===== src/rtl/issue_unit.sv =====
// Adder reservation-station dispatch: register/tag file, operand build, station line issue and jeq stall.
// Define ISSUE_BYPASS_EN to forward same-cycle bus results into the issued line instead of stalling.
module issue_unit (
  input  logic        clk,
  input  logic        reset,
  input  logic        instrValid,
  input  logic [15:0] instr,
  output logic        instrReady,
  input  logic [3:0]  nextRA,
  input  logic [1:0]  RAFilled,
  input  logic        floatOutReady,
  input  logic [15:0] floatOut,
  input  logic [3:0]  floatOutSrc,
  input  logic        isJeq,
  input  logic        jeqTaken,
  input  logic        loadOutReady,
  input  logic [15:0] loadOut,
  input  logic [3:0]  loadOutSrc,
  input  logic        ldTagValid,
  input  logic [3:0]  ldTagReg,
  input  logic [3:0]  ldTag,
  output logic        writeEnabled,
  output logic [50:0] line,
  output logic        branchValid,
  output logic        branchTaken
);

  localparam logic [3:0] TAG_NONE = 4'hF;
  localparam logic [3:0] OP_ADD   = 4'd1;
  localparam logic [3:0] OP_ADDI  = 4'd5;
  localparam logic [3:0] OP_JEQ   = 4'd6;

  typedef enum logic {S_RUN, S_BR_WAIT} state_t;

  state_t      r_state;
  logic [15:0] r_val [16];
  logic [3:0]  r_tag [16];

  logic [3:0]  w_op, w_rd, w_ra, w_rb;
  logic [3:0]  w_tag0, w_tag1;
  logic        w_flt_act, w_ld_act;
  logic        w_is_issue_op, w_use_rb, w_writes_rd;
  logic        w_hit0_f, w_hit0_l, w_hit1_f, w_hit1_l;
  logic        w_stall, w_accept;
  logic [15:0] w_val0, w_val1;
  logic        w_rdy0, w_rdy1;
  logic [3:0]  w_src0, w_src1;

  function automatic logic f_hit(input logic [3:0] tag, input logic [3:0] src, input logic act);
    return act && (tag != TAG_NONE) && (tag == src);
  endfunction

  assign w_op = instr[15:12];
  assign w_rd = instr[11:8];
  assign w_ra = instr[7:4];
  assign w_rb = instr[3:0];

  assign w_is_issue_op = (w_op == OP_ADD) || (w_op == OP_ADDI) || (w_op == OP_JEQ);
  assign w_use_rb      = (w_op == OP_ADD) || (w_op == OP_JEQ);
  assign w_writes_rd   = (w_op == OP_ADD) || (w_op == OP_ADDI);

  // floatOut carries the branch register while isJeq is high, so it is not a result then.
  assign w_flt_act = floatOutReady && !isJeq;
  assign w_ld_act  = loadOutReady;

  assign w_tag0 = r_tag[w_ra];
  assign w_tag1 = r_tag[w_rb];

  assign w_hit0_f = f_hit(w_tag0, floatOutSrc, w_flt_act);
  assign w_hit0_l = f_hit(w_tag0, loadOutSrc,  w_ld_act);
  assign w_hit1_f = f_hit(w_tag1, floatOutSrc, w_flt_act);
  assign w_hit1_l = f_hit(w_tag1, loadOutSrc,  w_ld_act);

  // Operand 0 is always ra; the load bus takes precedence over the float bus.
  always_comb begin
    w_val0 = '0;
    w_rdy0 = 1'b0;
    w_src0 = w_tag0;
    if (w_tag0 == TAG_NONE) begin
      w_val0 = r_val[w_ra];
      w_rdy0 = 1'b1;
    end
`ifdef ISSUE_BYPASS_EN
    else if (w_hit0_l) begin
      w_val0 = loadOut;
      w_rdy0 = 1'b1;
      w_src0 = TAG_NONE;
    end else if (w_hit0_f) begin
      w_val0 = floatOut;
      w_rdy0 = 1'b1;
      w_src0 = TAG_NONE;
    end
`endif
  end

  always_comb begin
    w_val1 = '0;
    w_rdy1 = 1'b0;
    w_src1 = w_tag1;
    if (w_op == OP_ADDI) begin
      w_val1 = {12'd0, w_rb};
      w_rdy1 = 1'b1;
      w_src1 = TAG_NONE;
    end else if (w_tag1 == TAG_NONE) begin
      w_val1 = r_val[w_rb];
      w_rdy1 = 1'b1;
    end
`ifdef ISSUE_BYPASS_EN
    else if (w_hit1_l) begin
      w_val1 = loadOut;
      w_rdy1 = 1'b1;
      w_src1 = TAG_NONE;
    end else if (w_hit1_f) begin
      w_val1 = floatOut;
      w_rdy1 = 1'b1;
      w_src1 = TAG_NONE;
    end
`endif
  end

`ifdef ISSUE_BYPASS_EN
  assign w_stall = 1'b0;
`else
  // Without forwarding, hold the instruction one cycle so it reads the snooped value from the file.
  assign w_stall = w_is_issue_op &&
                   (w_hit0_f || w_hit0_l || (w_use_rb && (w_hit1_f || w_hit1_l)));
`endif

  assign instrReady   = !reset && (r_state == S_RUN) && (nextRA != TAG_NONE) &&
                        (RAFilled != 2'd2) && !w_stall;
  assign w_accept     = instrValid && instrReady;
  assign writeEnabled = w_accept && w_is_issue_op;
  assign line         = writeEnabled ? {w_rd, 1'b1, w_op, w_val0, w_rdy0, w_src0,
                                        w_val1, w_rdy1, w_src1} : '0;

  assign branchValid = !reset && (r_state == S_BR_WAIT) && isJeq;
  assign branchTaken = branchValid && jeqTaken;

  always_ff @(posedge clk) begin
    if (reset) begin
      r_state <= S_RUN;
    end else begin
      case (r_state)
        S_RUN:     if (writeEnabled && (w_op == OP_JEQ)) r_state <= S_BR_WAIT;
        S_BR_WAIT: if (isJeq) r_state <= S_RUN;
        default:   r_state <= S_RUN;
      endcase
    end
  end

  // Later assignments win: load bus over float bus, issue tag over load tag and bus clear.
  always_ff @(posedge clk) begin
    if (reset) begin
      for (int i = 0; i < 16; i++) begin
        r_val[i] <= '0;
        r_tag[i] <= TAG_NONE;
      end
    end else begin
      for (int i = 0; i < 16; i++) begin
        if (f_hit(r_tag[i], floatOutSrc, w_flt_act)) begin
          r_val[i] <= floatOut;
          r_tag[i] <= TAG_NONE;
        end
        if (f_hit(r_tag[i], loadOutSrc, w_ld_act)) begin
          r_val[i] <= loadOut;
          r_tag[i] <= TAG_NONE;
        end
        if (ldTagValid && (ldTagReg == i[3:0]))
          r_tag[i] <= ldTag;
        if (writeEnabled && w_writes_rd && (w_rd == i[3:0]))
          r_tag[i] <= nextRA;
      end
    end
  end

endmodule

===== config.mk =====
export PLATFORM = sky130hd
export DESIGN_NAME = issue_unit
export DESIGN_NICKNAME = d
export VERILOG_FILES = /design/src/rtl/issue_unit.sv
export SDC_FILE = /design/constraint.sdc
export NUM_CORES = 1
export LEC_CHECK = 0
export ABC_CLOCK_PERIOD_IN_PS = 4200
export CORE_UTILIZATION = 40
export CTS_CLUSTER_DIAMETER = 50
export DETAILED_ROUTE_END_ITERATION = 6
export GPL_TIMING_DRIVEN = 0
export MAX_ROUTING_LAYER = met4
export PLACE_DENSITY = 0.65
export SLEW_MARGIN = 20
export SYNTH_ARGS = -nofsm -noshare
export SYNTH_HDL_FRONTEND = slang
export SYNTH_SLANG_ARGS = --single-unit

===== constraint.sdc =====
create_clock -name clk -period 4.2 [get_ports clk]
set_input_delay 0.63 -clock clk [delete_from_list [all_inputs] [get_ports clk]]
set_output_delay 0.63 -clock clk [all_outputs]
set_load 0.005 [all_outputs]

==> results.py <==
metrics = {
    "status": {
        "status": "complete, but fails checks",
        "violations": "setup timing",
    },
    "finish": {
        "area_growth_pct": 18.4,
        "nFillCells": 4822,
        "layout.nets": 2073,
        "final_layout_size_suffix_gt1_frac": 0.263,
        "final_area_um2": 26200,
    },
    "cts": {
        "cts_buffers": 43,
        "clockBufferDepth": 3,
        "path_clk_slew_ns": 0.06,
        "htreeDepth": 2,
        "clock_sinks": 321,
        "hold_buffers": 0,
        "insertion_delay_ns": 0.59,
        "cts_tree": "yes",
        "cts_root_buf": "clkbuf_16",
    },
    "worst_setup_path": {
        "rr_endpoint": "r_tag[7][2]",
        "rrSetupSlack_ns": 0.29,
        "critPathRequiredTime_ns": 3.57,
        "r2r_start": "r_tag[11][0]",
        "critPathCaptureType": "output port",
        "arrival_ns": 3.70,
        "critPathMaxFanout": 7,
        "startpoint_type": "register",
        "r2r_cells": 13,
        "worstSetupPathType": "register to output port",
    },
    "min_path": {
        "min_to": "r_state",
        "hold_path_depth": 2,
        "hold_path.class": "register to register",
        "hold_start": "r_state",
    },
    "sta": {
        "timing.final.crit_share": 1.03,
        "final_max_slew_viol_count": 0,
        "rsz0062_at_grt": "true",
        "layout_setup_ws_ns": -0.128,
        "worst_pin_slew_ns": 1.15,
        "fmax_mhz": 231,
        "finalHoldViolCount": 0,
        "slew_headroom": 0.232,
        "setup_violations": 50,
        "finClkSkew_ns": 0.0208,
        "layout_min_cycle_time_ns": 4.33,
    },
    "floorplan": {
        "start_util": 0.408,
        "io_pins": 133,
        "fp.dieArea_um2": 56200,
        "core_um2": 54200,
        "dieHeight_um": 237,
        "fp.dieW_um": 237,
        "rows": 85,
    },
    "routing": {
        "drc_errors": 0,
        "avgViaCountPerCell": 6.61,
        "first_iter_violations": 2678,
        "wl_per_cell_um": 30.9,
        "num_vias": 18100,
        "antenna_left": 0,
        "drt-pass1-iter-count": 6,
        "wl_um": 84400,
    },
    "logic_synthesis": {
        "ys_warn_count": 0,
        "synth_area_um2": 22100,
        "yosysTopAreaCell": "edfxtp_1",
        "syn-num-nets": 1866,
        "synthCells": 1788,
        "synthTopCellsByArea": "edfxtp_1, mux4_2, mux2i_1",
        "synth_top_cell_area_share": 0.434,
        "synth_seq_cells": 321,
        "synth.most_common_cell": "edfxtp_1",
        "syn_avg_cell_area_um2": 12.4,
        "async_flop_share": 0,
        "synth_edf_count": 320,
        "synth.top_cells.by_count": "edfxtp_1, nor2_1, mux4_2",
        "ys_seq_area_frac": 0.435,
        "yosysUniqueCellTypes": 56,
        "ys.flop_type": "edfxtp_1",
    },
    "global_routing": {
        "grt_pass1_wl_um": 122000,
        "track_usage": 0.308,
        "grt_max_degree": 18,
        "overflow": 0,
        "grt_pass1_vias": 17500,
        "antenna_found_initial": 9,
    },
    "power": {
        "p_leak_nw": 9.33,
        "vdd_drop_max_mv": 0.318,
        "power-per-cell-area_nw_per_um2": 328,
    },
    "placement": {
        "place_area_um2": 23800,
        "gp_congestion": 1.02,
        "pre_cts_ws_ns": -1.78,
        "hpwl_um": 62100,
        "io_buffers": 83,
    },
    "job": {
        "maxCapViolations": 0,
    },
}
metal layers:
| metal | share of wire | global-route usage | vias up |
|---|---|---|---|
| met4 | 0.035 | 0.104 | 0 |
| met3 | 0.15 | 0.0908 | 190 |
| met1 | 0.40 | 0.428 | 9107 |
| met2 | 0.42 | 0.429 | 1427 |
| li1 | - | - | 7352 |
| met5 | 0 | - | - |
metrics by stage:
stage / util / power [W] / hold slack [ns] / instances / setup TNS [ns]
final: 0.483 / 0.00859 / 0.517 / 2733 / -3.50
after global routing: 0.483 / 0.00875 / 0.559 / 2732 / -6.06
after CTS: 0.479 / 0.00853 / 0.518 / 2710 / -3.84
after detailed placement: 0.439 / 0.00491 / 0.514 / 2567 / -386.91
after global placement: 0.439 / 0.00488 / 0.489 / 2567 / -363.54
after floorplan: - / 0.00449 / 0.473 / 1788 / 0
worst max-delay path by stage:
stage / from / to
2_1_floorplan: instr[0] / line[46]
3_3_place_gp: instr[2] / line[9]
3_5_place_dp: instr[2] / line[9]
4_1_cts: r_tag[15][1] / line[29]
5_1_grt: r_tag[15][1] / line[5]
6_report: r_tag[11][0] / line[8]
where the power goes:
part / internal [W] / switching, W / total, W / leakage [nW]
logic: 0.000486 / 0.000719 / 0.00120 / 5.59
registers: 0.00365 / 0.0000873 / 0.00374 / 3.08
clock network: 0.00210 / 0.00154 / 0.00364 / 0.656
state kept, by name, summed over array words and instances (netlist names):
register,count
r_tag,64
r_state,1
r_val,256
layout by cell type (no fill, tap or decap), types with 42 or more instances in the layout:
cell	Yosys	layout
edfxtp_1	320	320
buf_2	21	65
nand2_1	53	51
buf_1	60	42
mux4_2	191	191
buf_4	4	65
xor2_1	61	61
a22o_1	159	159
clkbuf_16	0	45
nand3_1	45	44
clkbuf_1	128	120
nor2_1	226	213
xnor2_1	65	63
mux2i_1	165	159
kinds of logic after synthesis:
family | after synthesis | synth area share
and+or+nand+nor | 505 | 0.114
muxes | 361 | 0.272
DFF | 321 | 0.435
buffers and inverters | 241 | 0.0445
AOI/OAI and AO/OA | 233 | 0.0842
xor gates and xnor gates | 126 | 0.0499
other | 1 | 0.000170
layout make-up:
type                    instances  area, µm²  share of cell area
diodes                         10       25.0            0.000956
plain buffers                 210       1010              0.0385
clock buffers                  52       1150              0.0440
clock inverters                25        229             0.00875
inverters                      23       88.8             0.00339
multi-input cells            1226      11800               0.451
flip-flops and latches        321       9630               0.368
well taps                     696        871              0.0333
repair buffers                170       1370              0.0522
worst max-delay path, stage by stage, from the launching register on:
cell and delay [ns]:
edfxtp_1 0.53, mux4_2 0.62, xnor2_1 0.18, a21oi_1 0.09
or3_4 0.38, nor4_4 0.31, o2111ai_2 0.24, buf_6 0.19
nand2_8 0.13, buf_12 0.15, buf_8 0.11, nor2_4 0.05
buf_2 0.14
repair_timing:
item / CTS / global route
setup buffers: 69 / 14
endpoints found under the setup margin: 286 / 110
gates cloned: 4 / 0
pin swaps: 23 / 9
resized for setup: 350 / 35
(Power assumes the default switching activity.)
